==> config.mk <==
export PLATFORM = sky130hd
export DESIGN_NAME = resource_unit
export DESIGN_NICKNAME = d
export VERILOG_FILES = /design/src/rtl/resource_unit.sv
export SDC_FILE = /design/constraint.sdc
export NUM_CORES = 1
export LEC_CHECK = 0
export CORE_MARGIN = 5
export CORE_UTILIZATION = 25
export DETAILED_ROUTE_END_ITERATION = 10
export GPL_TIMING_DRIVEN = 0
export PLACE_DENSITY = 0.47
export SLEW_MARGIN = 40
export SYNTH_ARGS = -nofsm -noshare
export SYNTH_HDL_FRONTEND = slang
export SYNTH_SLANG_ARGS = --single-unit
==> constraint.sdc <==
create_clock -name clk -period 11.8 [get_ports clk]
set_clock_uncertainty 0.05 [all_clocks]
set_input_delay 2.36 -clock clk [delete_from_list [all_inputs] [get_ports clk]]
set_output_delay 2.36 -clock clk [all_outputs]
set_load 0.02 [all_outputs]
==> src/rtl/resource_unit.sv <==
// Iterative rotate-and-accumulate unit: one operand in, ITER partial sums of
// rotl(D,k) folded into one DATA_W-bit result, handed downstream with stall/flush.
module resource_unit #(
    parameter int DATA_W = 32,
    parameter int ITER   = 4
) (
    input  logic              clk,
    input  logic              reset,
    input  logic [DATA_W-1:0] in_data,
    input  logic              in_valid,
    input  logic              in_flush,
    output logic              out_stall,
    output logic [DATA_W-1:0] out_data,
    output logic              out_valid,
    output logic              out_flush,
    input  logic              in_stall,
    output logic [15:0]       out_count,
    output logic [1:0]        dbg_state_o
);

    // Handshakes: an operand is taken on an edge with in_valid=1 and out_stall=0;
    // a result is taken on an edge with out_valid=1 and in_stall=0; in_flush=1 on
    // an edge overrides both and returns the unit to IDLE.
    localparam int CNT_W = (ITER < 2) ? 1 : $clog2(ITER);

    typedef enum logic [1:0] {
        IDLE = 2'd0,
        BUSY = 2'd1,
        DONE = 2'd2
    } state_e;

    state_e              state_q, state_d;
    logic [DATA_W-1:0]   data_q, data_d;
    logic [DATA_W-1:0]   acc_q, acc_d;
    logic [CNT_W-1:0]    cnt_q, cnt_d;
    logic [DATA_W-1:0]   res_q, res_d;
    logic [15:0]         count_q, count_d;
    logic                flush_q;

    logic [2*DATA_W-1:0] rot_wide;
    logic [DATA_W-1:0]   rot_term;
    logic [DATA_W-1:0]   acc_sum;

    // Upper half of the doubled word shifted left is the left rotation.
    assign rot_wide = {data_q, data_q} << cnt_q;
    assign rot_term = rot_wide[2*DATA_W-1:DATA_W];
    assign acc_sum  = acc_q + rot_term;

    always_comb begin
        state_d = state_q;
        data_d  = data_q;
        acc_d   = acc_q;
        cnt_d   = cnt_q;
        res_d   = res_q;
        count_d = count_q;
        if (in_flush) begin
            state_d = IDLE;
        end else begin
            case (state_q)
                IDLE: begin
                    if (in_valid) begin
                        data_d = in_data;
                        acc_d  = in_data;
                        cnt_d  = CNT_W'(1);
                        if (ITER == 1) begin
                            state_d = DONE;
                            res_d   = in_data;
                        end else begin
                            state_d = BUSY;
                        end
                    end
                end
                BUSY: begin
                    acc_d = acc_sum;
                    cnt_d = cnt_q + CNT_W'(1);
                    if (cnt_q == CNT_W'(ITER - 1)) begin
                        state_d = DONE;
                        res_d   = acc_sum;
                    end
                end
                DONE: begin
                    if (!in_stall) begin
                        state_d = IDLE;
                        count_d = count_q + 16'd1;
                    end
                end
                default: state_d = IDLE;
            endcase
        end
    end

    always_ff @(posedge clk or negedge reset) begin
        if (!reset) begin
            state_q <= IDLE;
            data_q  <= '0;
            acc_q   <= '0;
            cnt_q   <= '0;
            res_q   <= '0;
            count_q <= '0;
            flush_q <= 1'b0;
        end else begin
            state_q <= state_d;
            data_q  <= data_d;
            acc_q   <= acc_d;
            cnt_q   <= cnt_d;
            res_q   <= res_d;
            count_q <= count_d;
            flush_q <= in_flush;
        end
    end

    // res_q only changes on entry to DONE, so out_data never shows partial sums.
    assign out_stall   = (state_q != IDLE);
    assign out_valid   = (state_q == DONE);
    assign out_data    = res_q;
    assign out_flush   = flush_q;
    assign out_count   = count_q;
    assign dbg_state_o = state_q;

endmodule

## Word-level counts from Yosys, hierarchy flattened

Cells that the tools add are included.

| operators by class | value |
|---|---|
| add/sub/neg operators | 3 |
| reduce and logical (&&, ||, !) cells | 8 |
| bitwise logic cells | 2 |
| equal/unequal tests | 7 |
| mux-type cells | 8 |
| shifts and indexed selects | 1 |

Operator list:

| kind | count |
|---|---|
| one-hot mux 32 bit (2 select lines) | 1 |
| left shift 64 x 2 -> 64 bit | 1 |
| adder 32 bit | 1 |
| 2-to-1 mux 32 bit | 1 |
| adder 16 x 1 -> 16 bit (second input constant) | 1 |
| AND reduction 3 bit | 5 |
| != test 3 bit (second input constant) | 3 |
| 2-to-1 mux 2 bit | 4 |
| one-hot mux 2 bit (3 select lines) | 1 |
| == test 2 bit (second input constant) | 2 |
| one-hot mux 2 bit (2 select lines) | 1 |
| nonzero test 2 bit | 2 |
| adder 2 x 1 -> 2 bit (second input constant) | 1 |
| == test 2 x 1 -> 1 bit (second input constant) | 1 |
| logical NOT 2 bit | 1 |
| != test 2 bit (second input constant) | 1 |
| inverter 1 bit | 2 |

| storage, ports and cells | value |
|---|---|
| bits of input ports | 37 |
| logic and storage cells | 36 |
| flip-flop bits (word level) | 117 |

## Logic depth before layout (Yosys ltp)

| logic depth | value |
|---|---|
| depth in word-level cells | 4 |
| depth in mapped cells | 12 |
| depth with buffers taken out | 10 |

## Least setup slack after synthesis

Ideal clock, no wire load.

| timing | value |
|---|---|
| path type | input to register |
| start point | input port in_flush |
| end point | register count_q[13], in the netlist out_count[13] |
| data arrival time | 3.746 ns |
| required time | 11.621 ns |
| stages | 6 |
| slack | 7.875 ns |
| path through | clkbuf_1 -> nor4b_4 -> nand4_1 -> nor3_1 -> nand3_1 -> xnor2_1 |

| on the way | value |
|---|---|
| word-level cells in the longest chain between the ends | 2 |

Ends and longest elaborated chain:

| item | line | source |
|---|---|---|
| start, declared | 11 | `input logic in_flush,` |
| inverter 1 bit (no source line) | n/a |  |
| AND reduction 3 bit (no source line) | n/a |  |
| end signal, assigned | 107 | `count_q <= count_d;` |
| end, declared | 37 | `logic [15:0] count_q, count_d;` |

No other way between the ends.
A chain may end at the register's enable or synchronous reset.

## Worst setup path after layout

| timing | value |
|---|---|
| start point | input port in_flush |
| end point | register acc_q[23] |

| on the way | value |
|---|---|
| word-level cells in the longest chain between the ends | 2 |

Ends and longest elaborated chain:

| item | line | source |
|---|---|---|
| inverter 1 bit (no source line) | n/a |  |
| AND reduction 3 bit (no source line) | n/a |  |
| end signal, assigned | 96 | `acc_q <= '0;` |
| end signal, assigned | 104 | `acc_q <= acc_d;` |
| end, declared | 34 | `logic [DATA_W-1:0] acc_q, acc_d;` |

No other way between the ends.

==> impl_metrics.yaml <==
clock_tree:
  path_clk_slew_ns: 0.06
  postCtsSetupBuffers: 0
  clkLatencyLatePin_ns: 0.42
  cts_buffers: 17
  cts.repair.resized: 0
  clock_sinks: 117
  cts_max_level: 4
  clock_path_buffers: 2
  cts_hold_buffers: 0
  root_buffer: "clkbuf_16"
  cts_tree: "done"
drt:
  routedWlPerCell_um: 18.76
  vias_per_cell: 4.941
  drt_pass1_iterations: 4
  drc: 0
  vias: 6285
  drt_iter0_drc: 505
  wirelength_mm: 23.87
  ant_nets: 0
worst_setup_path:
  cp_max_fo: 10
  worstPathCellList: "clkdlybuf4s50_1 > clkbuf_1 > or3_1 > clkbuf_1 > nand2_1 > buf_2 > o22ai_1 > a21oi_1"
  slowest_delay_ns: 0.57
  startpoint_type: "input pin"
  cpMostUsedCell: "clkbuf_1"
  rrSetupSlack_ns: 7.37
  r2r-start: "cnt_q[0]$_DFFE_PN0P_"
  cp-end-kind: "register"
  crit_type: "input pin to register"
  setup.worst_path.start: "in_flush"
  reg2reg_to: "out_data[24]$_DFFE_PN0P_"
  crit_arrival_ns: 5.16
  cpMaxStageDelayCell: "clkbuf_1"
  crit_end: "acc_q[23]$_DFFE_PN0P_"
  ff2ff_path_depth: 12
  cp.required_ns: 12.03
grt:
  grt_pass1_wl_mm: 37.82
  met3_usage_pct: 2.996
  gr-usage-met2_pct: 22.98
  met1_usage_pct: 20.57
  grt_antenna_before_repair: 1
  grt_max_degree: 69
  gr-total-overflow: 0
  grtUsageTotal_pct: 14.61
  grt_pass1_vias: 6347
  grt_busiest_layer: "met2"
synth:
  yosysWarnings: 0
  avgSynthCellArea_um2: 9.515
  postSynthCellCount: 766
  synth-seq-area-share_pct: 40.17
  synthArstFlopShare_pct: 100.0
  synth.distinct_cells: 65
  synth_nets: 837
  synth_flop_cell: "dfrtp_1"
  synth-seq-cells: 117
  synthesis.area_mm2: 0.007288
  synth-edff-count: 0
  synthTopCellsByArea: "dfrtp_1 (40%), mux4_2 (9.9%), nand2_1 (9.2%)"
  synth_top_area_share_pct: 40.17
  yosysTopAreaCell: "dfrtp_1"
sta:
  fin_setup_tns_ns: 0
  rsz0062_at_grt: "false"
  fmax_ghz: 0.2028
  drv_slew: 0
  tightest_slew_ns: 0.7970
  fin_ws_ns: 6.870
  setup_viol: 0
  whs_ns: 0.4245
  hold_viol: 0
  period_share_pct: 41.78
  maxSlewHeadroom_pct: 46.87
  finalCriticalPeriod_ns: 4.930
final_layout:
  final_cell_mix: "nand2_1 (179), dfrtp_1 (117), clkdlybuf4s50_1 (88)"
  multiInputGateArea_mm2: 0.004151
  n_antenna_cell: 0
  layout_commonest_cell: "nand2_1"
  fin_area_mm2: 0.009305
  layout.nets: 946
  drive_above_1_share_pct: 10.92
  area_delta_synth_final_pct: 27.67
  seq_area_mm2: 0.002928
  fillers: 2992
placement:
  routabilityCongestion: 0.8844
  place_ws_ns: 6.427
  dpl-instance-area_mm2: 0.008698
  io_buffers: 89
  place_hpwl_mm: 17.48
floorplanning:
  die_w_um: 180.7
  ioPinCount: 90
  fp.dieH_um: 180.7
  initial_core_util_pct: 25.32
  placementRows: 62
  die_area_mm2: 0.03267
  core_mm2: 0.02878
power:
  p_leak_nw: 4.058
  powerDensity_mw_per_mm2: 320.5
  p_total_mw: 2.982
  ir_drop_mv: 0.1199
hold_path:
  hp-class: "register to register"
outcome:
  status: "finished, final reports clean"
flow_run:
  maxCapViolCount: 0
cells by family after synthesis:
| kind of cell | count (synthesis) | synth area share, % |
|---|---|---|
| AOI/OAI and AO/OA | 195 | 17.75 |
| muxes | 36 | 10.45 |
| DFF | 117 | 40.17 |
| and+or+nand+nor | 293 | 17.92 |
| xor gates and xnor gates | 40 | 4.807 |
| adders and majority gates | 34 | 5.940 |
| buffers and inverters | 51 | 2.953 |
how the worst min path moves through the flow:
stage	to	depth (start not counted)	start	slack [ns]
detailed placement	out_data[22]$_DFFE_PN0P_	2	out_data[22]$_DFFE_PN0P_	0.42
CTS	out_count[15]$_DFFE_PN0P_	1	out_count[15]$_DFFE_PN0P_	0.43
finish	out_count[15]$_DFFE_PN0P_	1	out_count[15]$_DFFE_PN0P_	0.42
global placement	out_data[22]$_DFFE_PN0P_	2	out_data[22]$_DFFE_PN0P_	0.41
floorplan	acc_q[15]$_DFFE_PN0P_	1	acc_q[15]$_DFFE_PN0P_	0.41
global route	out_count[15]$_DFFE_PN0P_	1	out_count[15]$_DFFE_PN0P_	0.44
state kept, by name (all words and copies together) (netlist names):
register	count
out_flush	1
cnt_q	2
data_q	32
dbg_state_o	2
out_count	16
out_data	32
acc_q	32
metrics by stage:
step / util (%) / instances
CTS: 32.33 / 1272
floorplan: - / 766
global route: 32.33 / 1272
global placement: 30.09 / 1239
finish: 32.33 / 1272
detailed placement: 30.22 / 1240
critical path, delay by kind of cell:
| family | cells | cell delay, ns |
|---|---|---|
| AND/OR/NAND/NOR | 2 | 0.66 |
| AO/OA/AOI/OAI | 2 | 0.24 |
| buffers and inverters | 4 | 1.89 |
final cells by class:
type | count | area share (%)
plain buffers | 42 | 1.963
clock buffers | 22 | 5.204
clock inverters | 10 | 1.304
inverters | 9 | 0.3630
multi-input cells | 598 | 44.61
flip-flops and latches | 117 | 31.46
well taps | 384 | 5.163
repair buffers | 90 | 9.923
synth_stat cells, drive strengths merged, types with 2 or more instances:
library cell  instances
nand2               179
dfrtp               117
o21ai                63
a21oi                34
ha                   33
nor2                 33
mux4                 32
clkbuf               29
xnor2                26
a21o                 22
nand3                20
a22oi                14
nand4                14
xor2                 14
buf                  13
a31oi                12
and3                 11
nor3                 10
o211ai               10
o21a                 10
inv                   9
nand2b                8
a211oi                5
a211o                 4
a221oi                4
and2                  4
nor2b                 4
mux2i                 3
o22ai                 3
a21boi                2
a22o                  2
and4                  2
o21bai                2
or3                   2
power by group:
part	switching [mW]	internal (mW)	leakage, nW
Clock	0.200	0.334	0.285
Combinational	1.04	0.750	2.29
Sequential	0.114	0.539	1.48
Total	1.36	1.62	4.06
metal layers:
metal,vias to the layer above,part of all wire [%]
li1,2981,-
met1,3126,48
met2,151,46
met3,27,4.4
met4,0,1.5
met5,-,0
(Power assumes the default switching activity.)
